File: src/rtl/column_stack.sv
// Single-column piece stack: edge-triggered drop/undo commands, a falling-piece
// animation that walks down from the top row, and a committed red/black occupancy map.
module column_stack #(
  parameter int          ROWS         = 6,
  parameter logic [9:0]  COL_X        = 10'd525,
  parameter logic [9:0]  BASE_Y       = 10'd450,
  parameter logic [9:0]  ROW_PITCH    = 10'd50,
  parameter logic [7:0]  KEY_RED      = 8'h24,
  parameter logic [7:0]  KEY_BLACK    = 8'h18,
  parameter logic [7:0]  KEY_UNDO     = 8'h05,
  parameter int          ENFORCE_TURN = 1
) (
  input  logic            frame_clk,
  input  logic            Reset,
  input  logic [7:0]      keycode,
  output logic [ROWS-1:0] red,
  output logic [ROWS-1:0] black,
  output logic [3:0]      height,
  output logic            full,
  output logic            turn_black,
  output logic            busy,
  output logic            anim_black,
  output logic [9:0]      anim_x,
  output logic [9:0]      anim_y,
  output logic [9:0]      colX,
  output logic [9:0]      colY,
  output logic            drop_err,
  output logic            back,
  output logic            state_dbg
);

  localparam logic       ST_IDLE = 1'b0;
  localparam logic       ST_FALL = 1'b1;
  localparam logic [3:0] TOP_ROW = 4'(ROWS - 1);
  localparam logic [3:0] ROWS4   = 4'(ROWS);

  // Handshake: there is none; keycode is sampled every frame and a command
  // fires only on a change versus the previous frame's value.
  logic            state_q, state_d;
  logic [7:0]      key_prev_q, key_prev_d;
  logic [ROWS-1:0] red_q, red_d;
  logic [ROWS-1:0] black_q, black_d;
  logic [3:0]      height_q, height_d;
  logic [3:0]      anim_row_q, anim_row_d;
  logic            turn_q, turn_d;
  logic            anim_black_q, anim_black_d;
  logic            err_q, err_d;
  logic            back_q, back_d;

  logic            key_edge;
  logic            is_drop;
  logic            key_is_black;
  logic            full_now;
  logic [3:0]      undo_row;

  assign key_edge     = (keycode != key_prev_q);
  assign key_is_black = (keycode == KEY_BLACK);
  assign is_drop      = (keycode == KEY_RED) || key_is_black;
  assign full_now     = (height_q == ROWS4);
  assign undo_row     = height_q - 4'd1;

  always_comb begin
    state_d      = state_q;
    key_prev_d   = keycode;
    red_d        = red_q;
    black_d      = black_q;
    height_d     = height_q;
    anim_row_d   = anim_row_q;
    turn_d       = turn_q;
    anim_black_d = anim_black_q;
    err_d        = 1'b0;
    back_d       = 1'b0;

    case (state_q)
      ST_IDLE: begin
        if (key_edge && is_drop) begin
          if (full_now || ((ENFORCE_TURN != 0) && (key_is_black != turn_q))) begin
            err_d = 1'b1;
          end else begin
            state_d      = ST_FALL;
            anim_row_d   = TOP_ROW;
            anim_black_d = key_is_black;
          end
        end else if (key_edge && (keycode == KEY_UNDO)) begin
          if (height_q == 4'd0) begin
            err_d = 1'b1;
          end else begin
            for (int r = 0; r < ROWS; r++) begin
              if (4'(r) == undo_row) begin
                red_d[r]   = 1'b0;
                black_d[r] = 1'b0;
              end
            end
            height_d = undo_row;
            turn_d   = ~turn_q;
            back_d   = 1'b1;
          end
        end
      end
      ST_FALL: begin
        // The landing row is the current height; it cannot change mid-fall.
        if (anim_row_q <= height_q) begin
          for (int r = 0; r < ROWS; r++) begin
            if (4'(r) == height_q) begin
              if (anim_black_q) black_d[r] = 1'b1;
              else              red_d[r]   = 1'b1;
            end
          end
          height_d = height_q + 4'd1;
          turn_d   = ~turn_q;
          state_d  = ST_IDLE;
        end else begin
          anim_row_d = anim_row_q - 4'd1;
        end
      end
      default: state_d = ST_IDLE;
    endcase
  end

  always_ff @(posedge frame_clk or posedge Reset) begin
    if (Reset) begin
      state_q      <= ST_IDLE;
      key_prev_q   <= 8'h00;
      red_q        <= '0;
      black_q      <= '0;
      height_q     <= 4'd0;
      anim_row_q   <= 4'd0;
      turn_q       <= 1'b0;
      anim_black_q <= 1'b0;
      err_q        <= 1'b0;
      back_q       <= 1'b0;
    end else begin
      state_q      <= state_d;
      key_prev_q   <= key_prev_d;
      red_q        <= red_d;
      black_q      <= black_d;
      height_q     <= height_d;
      anim_row_q   <= anim_row_d;
      turn_q       <= turn_d;
      anim_black_q <= anim_black_d;
      err_q        <= err_d;
      back_q       <= back_d;
    end
  end

  assign red        = red_q;
  assign black      = black_q;
  assign height     = height_q;
  assign full       = full_now;
  assign turn_black = turn_q;
  assign busy       = (state_q == ST_FALL);
  assign anim_black = anim_black_q;
  assign anim_x     = COL_X;
  // Wraps modulo 1024 by design; the 10-bit product keeps the arithmetic in pixel width.
  assign anim_y     = busy ? (BASE_Y - ({6'd0, anim_row_q} * ROW_PITCH)) : BASE_Y;
  assign colX       = COL_X;
  assign colY       = BASE_Y;
  assign drop_err   = err_q;
  assign back       = back_q;
  assign state_dbg  = state_q;

endmodule

File: config.mk
export PLATFORM = sky130hd
export DESIGN_NAME = column_stack
export DESIGN_NICKNAME = d
export VERILOG_FILES = /design/src/rtl/column_stack.sv
export SDC_FILE = /design/constraint.sdc
export NUM_CORES = 1
export LEC_CHECK = 0
export ABC_AREA = 0
export CORE_MARGIN = 2
export CORE_UTILIZATION = 29
export DETAILED_ROUTE_END_ITERATION = 8
export PLACE_DENSITY = 0.63
export SYNTH_ARGS = -nofsm -noshare
export SYNTH_HDL_FRONTEND = slang
export SYNTH_SLANG_ARGS = --single-unit
File: constraint.sdc
create_clock -name frame_clk -period 3.05 [get_ports frame_clk]
set_input_delay 0.4575 -clock frame_clk [delete_from_list [all_inputs] [get_ports frame_clk]]
set_output_delay 0.4575 -clock frame_clk [all_outputs]
set_load 0.01 [all_outputs]
==> results of run 1 <==
## critical path, stage by stage (launching register included)
cell	delay, ns
sky130_fd_sc_hd__dfrtp_1	0.38
sky130_fd_sc_hd__buf_4	0.15
sky130_fd_sc_hd__ha_1	0.20
sky130_fd_sc_hd__ha_2	0.19
sky130_fd_sc_hd__fa_2	0.58
sky130_fd_sc_hd__o41ai_4	0.09
sky130_fd_sc_hd__nor2b_1	0.14
sky130_fd_sc_hd__o21ai_1	0.09
sky130_fd_sc_hd__xnor2_1	0.13
sky130_fd_sc_hd__nor2b_1	0.10
sky130_fd_sc_hd__buf_2	0.14
## synthesized netlist by cell type (all sizes together) (2+ instances only)
master  instances  share of area (%)
nor4            3                1.6
nor2b           6                1.5
ha             23                 11
inv            15                2.2
a21oi           4               0.80
nor2           22                3.3
nand2          18                2.7
nand3           2               0.40
a21boi          2               0.60
dfrtp          33                 33
a41oi           5                1.7
mux2i           2               0.80
nand2b          3               0.75
buf            34                 10
xor2            3                1.0
or3             2               0.50
o21ai          12                2.5
conb            2               0.30
nor3            5                1.0
clkbuf          8                1.2
a31oi           9                2.2
nand4           6                1.7
o41ai           2               0.70
and2            5                1.2
xnor2          19                6.6
## worst min-delay path by stage
stage | slack, ns | cells after the start | to
floorplan | 0.49 | 0 | key_prev_q[0]
finish | 0.51 | 2 | red[3]
detailed placement | 0.50 | 2 | red[5]
global route | 0.54 | 2 | red[5]
CTS | 0.51 | 2 | red[5]
global placement | 0.49 | 2 | red[5]
## per-layer routing
| metal | share of wire [%] | up-vias | global-route usage, % |
|---|---|---|---|
| met5 | 0 | - | 0 |
| met1 | 45 | 930 | 13.94 |
| met2 | 49 | 60 | 19.71 |
| met4 | 1.8 | 0 | 3.575 |
| li1 | - | 967 | - |
| met3 | 3.9 | 8 | 2.240 |
## final cells by class
type                       instances  share of cell area (%)
clock buffer                       6                   2.656
timing repair buffer              54                   15.94
inverter                          15                   1.811
tap                              105                   4.225
multi-input combinational        209                   47.57
clock inverter                     2                   1.207
sequential                        33                   26.60
## stage by stage
| step | total power, mW | cell area [um^2] |
|---|---|---|
| after floorplan | 1.077 | 2614 |
| after global placement | 1.312 | 2964 |
| after detailed placement | 1.336 | 2964 |
| after CTS | 1.785 | 3092 |
| after global routing | 1.931 | 3109 |
| final | 1.795 | 3109 |
## cell families (layout without fill, tap and decap cells)
family                     after synthesis  count (layout)  share of synthesized area, %
and+or+nand+nor                         82              82                         18.33
DFF                                     33              33                         32.97
adders and majority gates               24              24                         12.29
xor gates and xnor gates                22              22                         7.693
other                                    2              31                        0.2998
muxes                                    3               3                         1.398
buffers and inverters                   57              77                         13.79
AOI/OAI and AO/OA                       47              47                         13.24
## flip-flops by register name, indices dropped and copies added (netlist names)
name,count
key_prev_q,8
drop_err,1
anim_black,1
red,6
height,4
turn_black,1
black,6
back,1
anim_row_q,4
busy,1
## power by group through the flow
stage	clock network (mW)	logic, mW	registers [mW]
floorplan	0	0.521	0.555
global placement	0	0.777	0.535
detailed placement	0	0.801	0.535
CTS	0.443	0.815	0.527
global route	0.461	0.937	0.533
finish	0.430	0.839	0.526
## timing repair
| item | 4_1_cts | 5_1_grt |
|---|---|---|
| endpoints found under the setup margin | 4 | 2 |
| gates resized for setup | 8 | 8 |
| pin swaps | 1 | 1 |
==> impl_summary.log, run 1 <==
[metrics] worst hold slack after final layout: 0.5095 ns
[metrics] half-perimeter wire length after placement: 4059 um
[metrics] number of buffers inserted to repair setup after CTS: 0
[metrics] most used cells in the layout excluding fill and tap cells: sky130_fd_sc_hd__clkdlybuf4s50_1, sky130_fd_sc_hd__dfrtp_1, sky130_fd_sc_hd__conb_1
[metrics] maximum root-to-sink buffer count: 2
[metrics] Area Overhead vs Synth: 24.13%
[metrics] initial antenna violation count: 0
[metrics] antenna cells: 0
[metrics] # port buffers: 41
[metrics] CP Capture Type: output pin
[metrics] transition time of the tightest slew-check pin: 0.9189 ns
[metrics] final setup violation count: 0
[metrics] clock root cell: sky130_fd_sc_hd__clkbuf_8
[metrics] min Tclk post-route: 2.929 ns
[metrics] leakage power of the design: 1.353 nW
[metrics] clock tree from TritonCTS: built
[metrics] gpl congestion: 0.7987
[metrics] maximum number of pins on one net before global-route repair: 34
[metrics] outcome: finished clean
[metrics] Int Pwr: about 1.1 mW
[metrics] worst reg2reg path depth: 7
[metrics] share of final-layout standard cells stronger than drive strength 1: 11.91%
[metrics] via total after detailed routing: 1965
[metrics] sequential standard cell area: 827.0 um^2
[metrics] number of nets with antenna violations after routing: 0
[metrics] Synthesis Warnings: 0
[metrics] clock insertion delay at the later pin of the skew report: 0.29 ns
[metrics] endpoints failing hold: 0
[metrics] arrival time at the worst endpoint: around 2.5 ns
[metrics] tightest slew margin relative to the limit: 38.74%
[metrics] most common library cell in the layout ignoring fill and taps: sky130_fd_sc_hd__clkdlybuf4s50_1
[metrics] Unique masters post-synth: 55
[metrics] count of mapped cells out of synthesis: 270
[metrics] worst r2r dst: height[2]
[metrics] IO Count: 73
[metrics] fraction of power consumed by combinational cells: roughly 47%
[metrics] launch point of the worst path: anim_row_q[0]
[metrics] vias in the first global route: 1853
[metrics] num rows: 33
[metrics] worst min path class: reg2reg
[metrics] clock buffers created by TritonCTS: 5
[metrics] sequential power share: between 20% and 30%
[metrics] cts-stage hold buffer count: 0
[metrics] grt total ovfl: 0
[metrics] wire length of the first global-routing pass: 8790 um
[metrics] Die Wd: 96.94 um
[metrics] total number of nets in the final design: 352
[metrics] setup slack after placement: -0.005856 ns
[metrics] dominant register cell in the synthesized netlist: sky130_fd_sc_hd__dfrtp_1
[metrics] Clock power frac: 23.9%
[metrics] hold path startpoint: red[3]
[metrics] H-tree depth reported by CTS: 2
[metrics] Final Worst Setup Slack: 0.1211 ns
[metrics] setup skew after layout: 0.01052 ns
[metrics] placed cell count: 416
[metrics] worst vdd rail ir drop: roughly 320 uV
[metrics] via-per-instance ratio: 4.634
[metrics] core area: 8299 um^2
[metrics] category of the most critical setup path: reg2out
[metrics] unrepaired setup endpoints after global routing: true
[metrics] total area of multi-input combinational cells: 1479 um^2
[metrics] detailed-route wire length per cell: about 13 um
[metrics] overall fraction of global-route tracks in use: 11.29%
[metrics] Worst Setup Start Kind: flip-flop
[metrics] Required @ worst endpoint: between 2 and 3 ns
[metrics] CP Capture Point: anim_y[9]
[metrics] share of synthesized area occupied by flip-flops and latches: 32.97%
[metrics] initial standard-cell utilization of the core: between 30% and 40%
[metrics] switching power total: 663.8 uW
[metrics] total wire length: 5372 um
[metrics] final critical-path share of the clock period: 96.03%
[metrics] count of max-cap constraint violations: 0
[metrics] Pwr Density: 577.2 nW/um^2
[metrics] pins over their slew limit: 0
[metrics] Initial DRC Count: 74
[metrics] post-detailed-route DRC marker count: 0
[metrics] number of standard cells in the final layout excluding fillers: 424
[metrics] Core Util, Final: 37.46%
[metrics] count of flip-flops with a built-in enable after synthesis: 0
[metrics] maximum fanout along the worst path: 4
[metrics] net switching share of the total power: 36.99%
[metrics] slack of the worst reg-to-reg path: around 0.8 ns
[metrics] flip-flop and latch count after synthesis: 33
[metrics] chip height: between 90 and 100 um
[metrics] Synth Area per Inst: a little over 9 um^2
[metrics] Pre-antenna DRT Iters: 5
[metrics] total die area: 9397 um^2
[metrics] post-synthesis instance area: roughly 2500 um^2
[metrics] max frequency: 0.3414 GHz
[metrics] clock transition at the registers of the reported paths: 0.07 ns
[metrics] share of synthesized flip-flops with an asynchronous set or reset: 100.0%
[metrics] Layout fillers: 832
[metrics] setup_tns: 0 ns
[metrics] clock sink count: 33
[metrics] critical register-to-register path startpoint: anim_row_q[2]
Power figures use the tool's default switching activity.
==> run 2, diff against run 1 <==
MAX_ROUTING_LAYER = met4   (was not set)
==> run 2 against run 1 <==
Effect of this change:
- sequential power about the same
- routed wire length decreased by 0.28%
- global-route usage increased by 0.32 points
- worst setup slack improved by 0.0017 ns
- critical path depth unchanged
- first-iteration DRC count increased by 9.5%
- combinational power about the same
- highest routed layer unchanged
==> impl_summary.log, run 2 (same netlist as run 1, synthesis figures left out) <==
[metrics] outcome: finished clean (unchanged)
[metrics] total wire length: 5357 um (was 5372 um)
[metrics] min Tclk post-route: 2.927 ns (was 2.929 ns)
[metrics] sum of buffers and inverters on the critical path: 2 (unchanged)
[metrics] overall fraction of global-route tracks in use: 11.61% (was 11.29%)
[metrics] max frequency: 0.3416 GHz (was 0.3414 GHz)
[metrics] detailed-route wire length per cell: 12.63 um (was 12.67 um)
[metrics] most common cell type on the critical path: sky130_fd_sc_hd__nor2b_1 (unchanged)
[metrics] half-perimeter wire length after placement: 4059 um (unchanged)
[metrics] post-route cell area: 3109 um^2 (unchanged)
[metrics] unrepaired setup endpoints after global routing: true (unchanged)
[metrics] clock buffers created by TritonCTS: 5 (unchanged)
[metrics] Worst Setup Start Kind: flip-flop (unchanged)
[metrics] wire length of the first global-routing pass: 8790 um (unchanged)
[metrics] IO Count: 73 (unchanged)
[metrics] placed cell count: 416 (unchanged)
[metrics] final critical-path share of the clock period: 95.98% (was 96.03%)
[metrics] clock transition at the registers of the reported paths: 0.07 ns (about the same)
[metrics] Core Util, Final: 37.46% (unchanged)
[metrics] sum of internal, switching and leakage power: 1.792 mW (was 1.795 mW)
[metrics] core area: 8299 um^2 (unchanged)
[metrics] via-per-instance ratio: 4.620 (was 4.634)
[metrics] pins over their slew limit: 0 (unchanged)
[metrics] Initial DRC Count: 81 (was 74)
[metrics] clock root cell: sky130_fd_sc_hd__clkbuf_8 (unchanged)
[metrics] maximum root-to-sink buffer count: 2 (unchanged)
[metrics] flip-flop count of the largest register, all copies and words added: 8 (unchanged)
[metrics] number of buffers inserted to repair setup after CTS: 0 (unchanged)
[metrics] count of max-cap constraint violations: 0 (unchanged)
[metrics] Area Overhead vs Synth: 24.13% (unchanged)
[metrics] setup_tns: 0 ns (unchanged)
[metrics] peak per-stage delay on the critical path: 0.58 ns (about the same)
[metrics] transition time of the tightest slew-check pin: 0.9190 ns (was 0.9189 ns)
[metrics] worst min path class: reg2reg (unchanged)
[metrics] setup skew after layout: 0.009199 ns (was 0.01052 ns)
[metrics] cts-stage hold buffer count: 0 (unchanged)
[metrics] crit path max-delay cell type: sky130_fd_sc_hd__fa_2 (unchanged)
[metrics] standard cell area after detailed placement: 2964 um^2 (unchanged)
[metrics] number of standard cells in the final layout excluding fillers: 424 (unchanged)
[metrics] Layout fillers: 832 (unchanged)
[metrics] Pre-antenna DRT Iters: 6 (was 5)
[metrics] leakage power of the design: 1.353 nW (unchanged)
[metrics] initial antenna violation count: 0 (unchanged)
[metrics] chip height: 96.94 um (unchanged)
[metrics] cell family contributing the most delay on the critical path: adder cells (unchanged)
[metrics] Final Worst Setup Slack: 0.1227 ns (was 0.1211 ns)
[metrics] via total after detailed routing: 1959 (was 1965)
[metrics] share of final-layout standard cells stronger than drive strength 1: 11.91% (unchanged)
[metrics] maximum number of pins on one net before global-route repair: 34 (unchanged)
[metrics] setup slack after placement: -0.005856 ns (unchanged)
[metrics] post-detailed-route DRC marker count: 0 (unchanged)
[metrics] most used cells in the layout excluding fill and tap cells: sky130_fd_sc_hd__clkdlybuf4s50_1, sky130_fd_sc_hd__dfrtp_1, sky130_fd_sc_hd__conb_1 (unchanged)
[metrics] worst vdd rail ir drop: 321.2 uV (about the same)
[metrics] Largest Register: key_prev_q (unchanged)
[metrics] total number of nets in the final design: 352 (unchanged)
[metrics] Die Wd: 96.94 um (unchanged)
[metrics] Required @ worst endpoint: 2.59 ns (about the same)
[metrics] clock sink count: 33 (unchanged)
[metrics] maximum fanout along the worst path: 4 (unchanged)
[metrics] worst hold slack after final layout: 0.5091 ns (was 0.5095 ns)
[metrics] most common library cell in the layout ignoring fill and taps: sky130_fd_sc_hd__clkdlybuf4s50_1 (unchanged)
[metrics] initial standard-cell utilization of the core: 30.18% (unchanged)
[metrics] # port buffers: 41 (unchanged)
[metrics] antenna cells: 0 (unchanged)
[metrics] category of the most critical setup path: reg2out (unchanged)
[metrics] gpl congestion: 0.8102 (was 0.7987)
[metrics] endpoints failing hold: 0 (unchanged)
[metrics] final setup violation count: 0 (unchanged)
[metrics] clock insertion delay at the later pin of the skew report: 0.29 ns (about the same)
[metrics] arrival time at the worst endpoint: 2.47 ns (about the same)
[metrics] CP Capture Type: output pin (unchanged)
[metrics] chain of cells forming the critical path: buf_4 > ha_1 > ha_2 > fa_2 > o41ai_4 > nor2b_1 > o21ai_1 > xnor2_1 > nor2b_1 > buf_2 (unchanged)
[metrics] number of nets with antenna violations after routing: 0 (unchanged)
[metrics] num rows: 33 (unchanged)
[metrics] clock tree from TritonCTS: built (unchanged)
[metrics] Pwr Density: 576.3 nW/um^2 (was 577.2 nW/um^2)
[metrics] grt total ovfl: 0 (unchanged)
[metrics] total die area: 9397 um^2 (unchanged)
[metrics] H-tree depth reported by CTS: 2 (unchanged)
[metrics] tightest slew margin relative to the limit: 38.73% (was 38.74%)
[metrics] vias in the first global route: 1853 (unchanged)
run 2: worst paths after layout:
check	from	endpoint	slack [ns]	cells after the start
max in group asynchronous	Reset	anim_row_q[3]	2.18	3
min in group asynchronous	Reset	drop_err	0.55	3
setup reg to reg	height[0]	height[2]	0.79	7
setup / recovery	anim_row_q[0]	anim_y[9]	0.12	10
hold / removal	red[3]	red[3]	0.51	2
hold reg to reg	red[3]	red[3]	0.51	2
run 2: layer usage:
metal	part of all wire, %	GRT usage [%]	up-vias	routed length, um
met5	0	-	-	0
met4	1.8	3.575	0	97
met3	3.8	2.240	8	204
met2	50	19.71	58	2656
met1	45	13.94	926	2399
li1	-	-	967	-
run 2: what timing repair did:
| item | CTS | global route |
|---|---|---|
| setup endpoints to repair | 4 | 2 |
| gates resized for setup | 8 | 8 |
| pin swaps | 1 | 1 |
run 2: power by group:
group,switching (mW),leakage (nW),internal (mW),total [mW]
Clock,0.163,0.0574,0.266,0.429
Combinational,0.453,0.925,0.384,0.838
Sequential,0.0444,0.371,0.481,0.526
run 2: final cells by class:
cell class                      count  area [um^2]  share of cell area, %
Clock buffer                        6        82.58                  2.656
Clock inverter                      2        37.54                  1.207
Inverter                           15        56.30                  1.811
Multi-Input combinational cell    209         1479                  47.57
Sequential cell                    33        827.0                  26.60
Tap cell                          105        131.4                  4.225
Timing Repair Buffer               54        495.5                  15.94
run 2: worst reg2reg max path, stage by stage (launching register included):
cell                       delay (ns)
sky130_fd_sc_hd__dfrtp_1         0.46
sky130_fd_sc_hd__buf_4           0.20
sky130_fd_sc_hd__ha_1            0.27
sky130_fd_sc_hd__and4_1          0.19
sky130_fd_sc_hd__a221oi_2        0.06
sky130_fd_sc_hd__nor2b_1         0.58
sky130_fd_sc_hd__a22oi_1         0.23
sky130_fd_sc_hd__xnor2_1         0.16
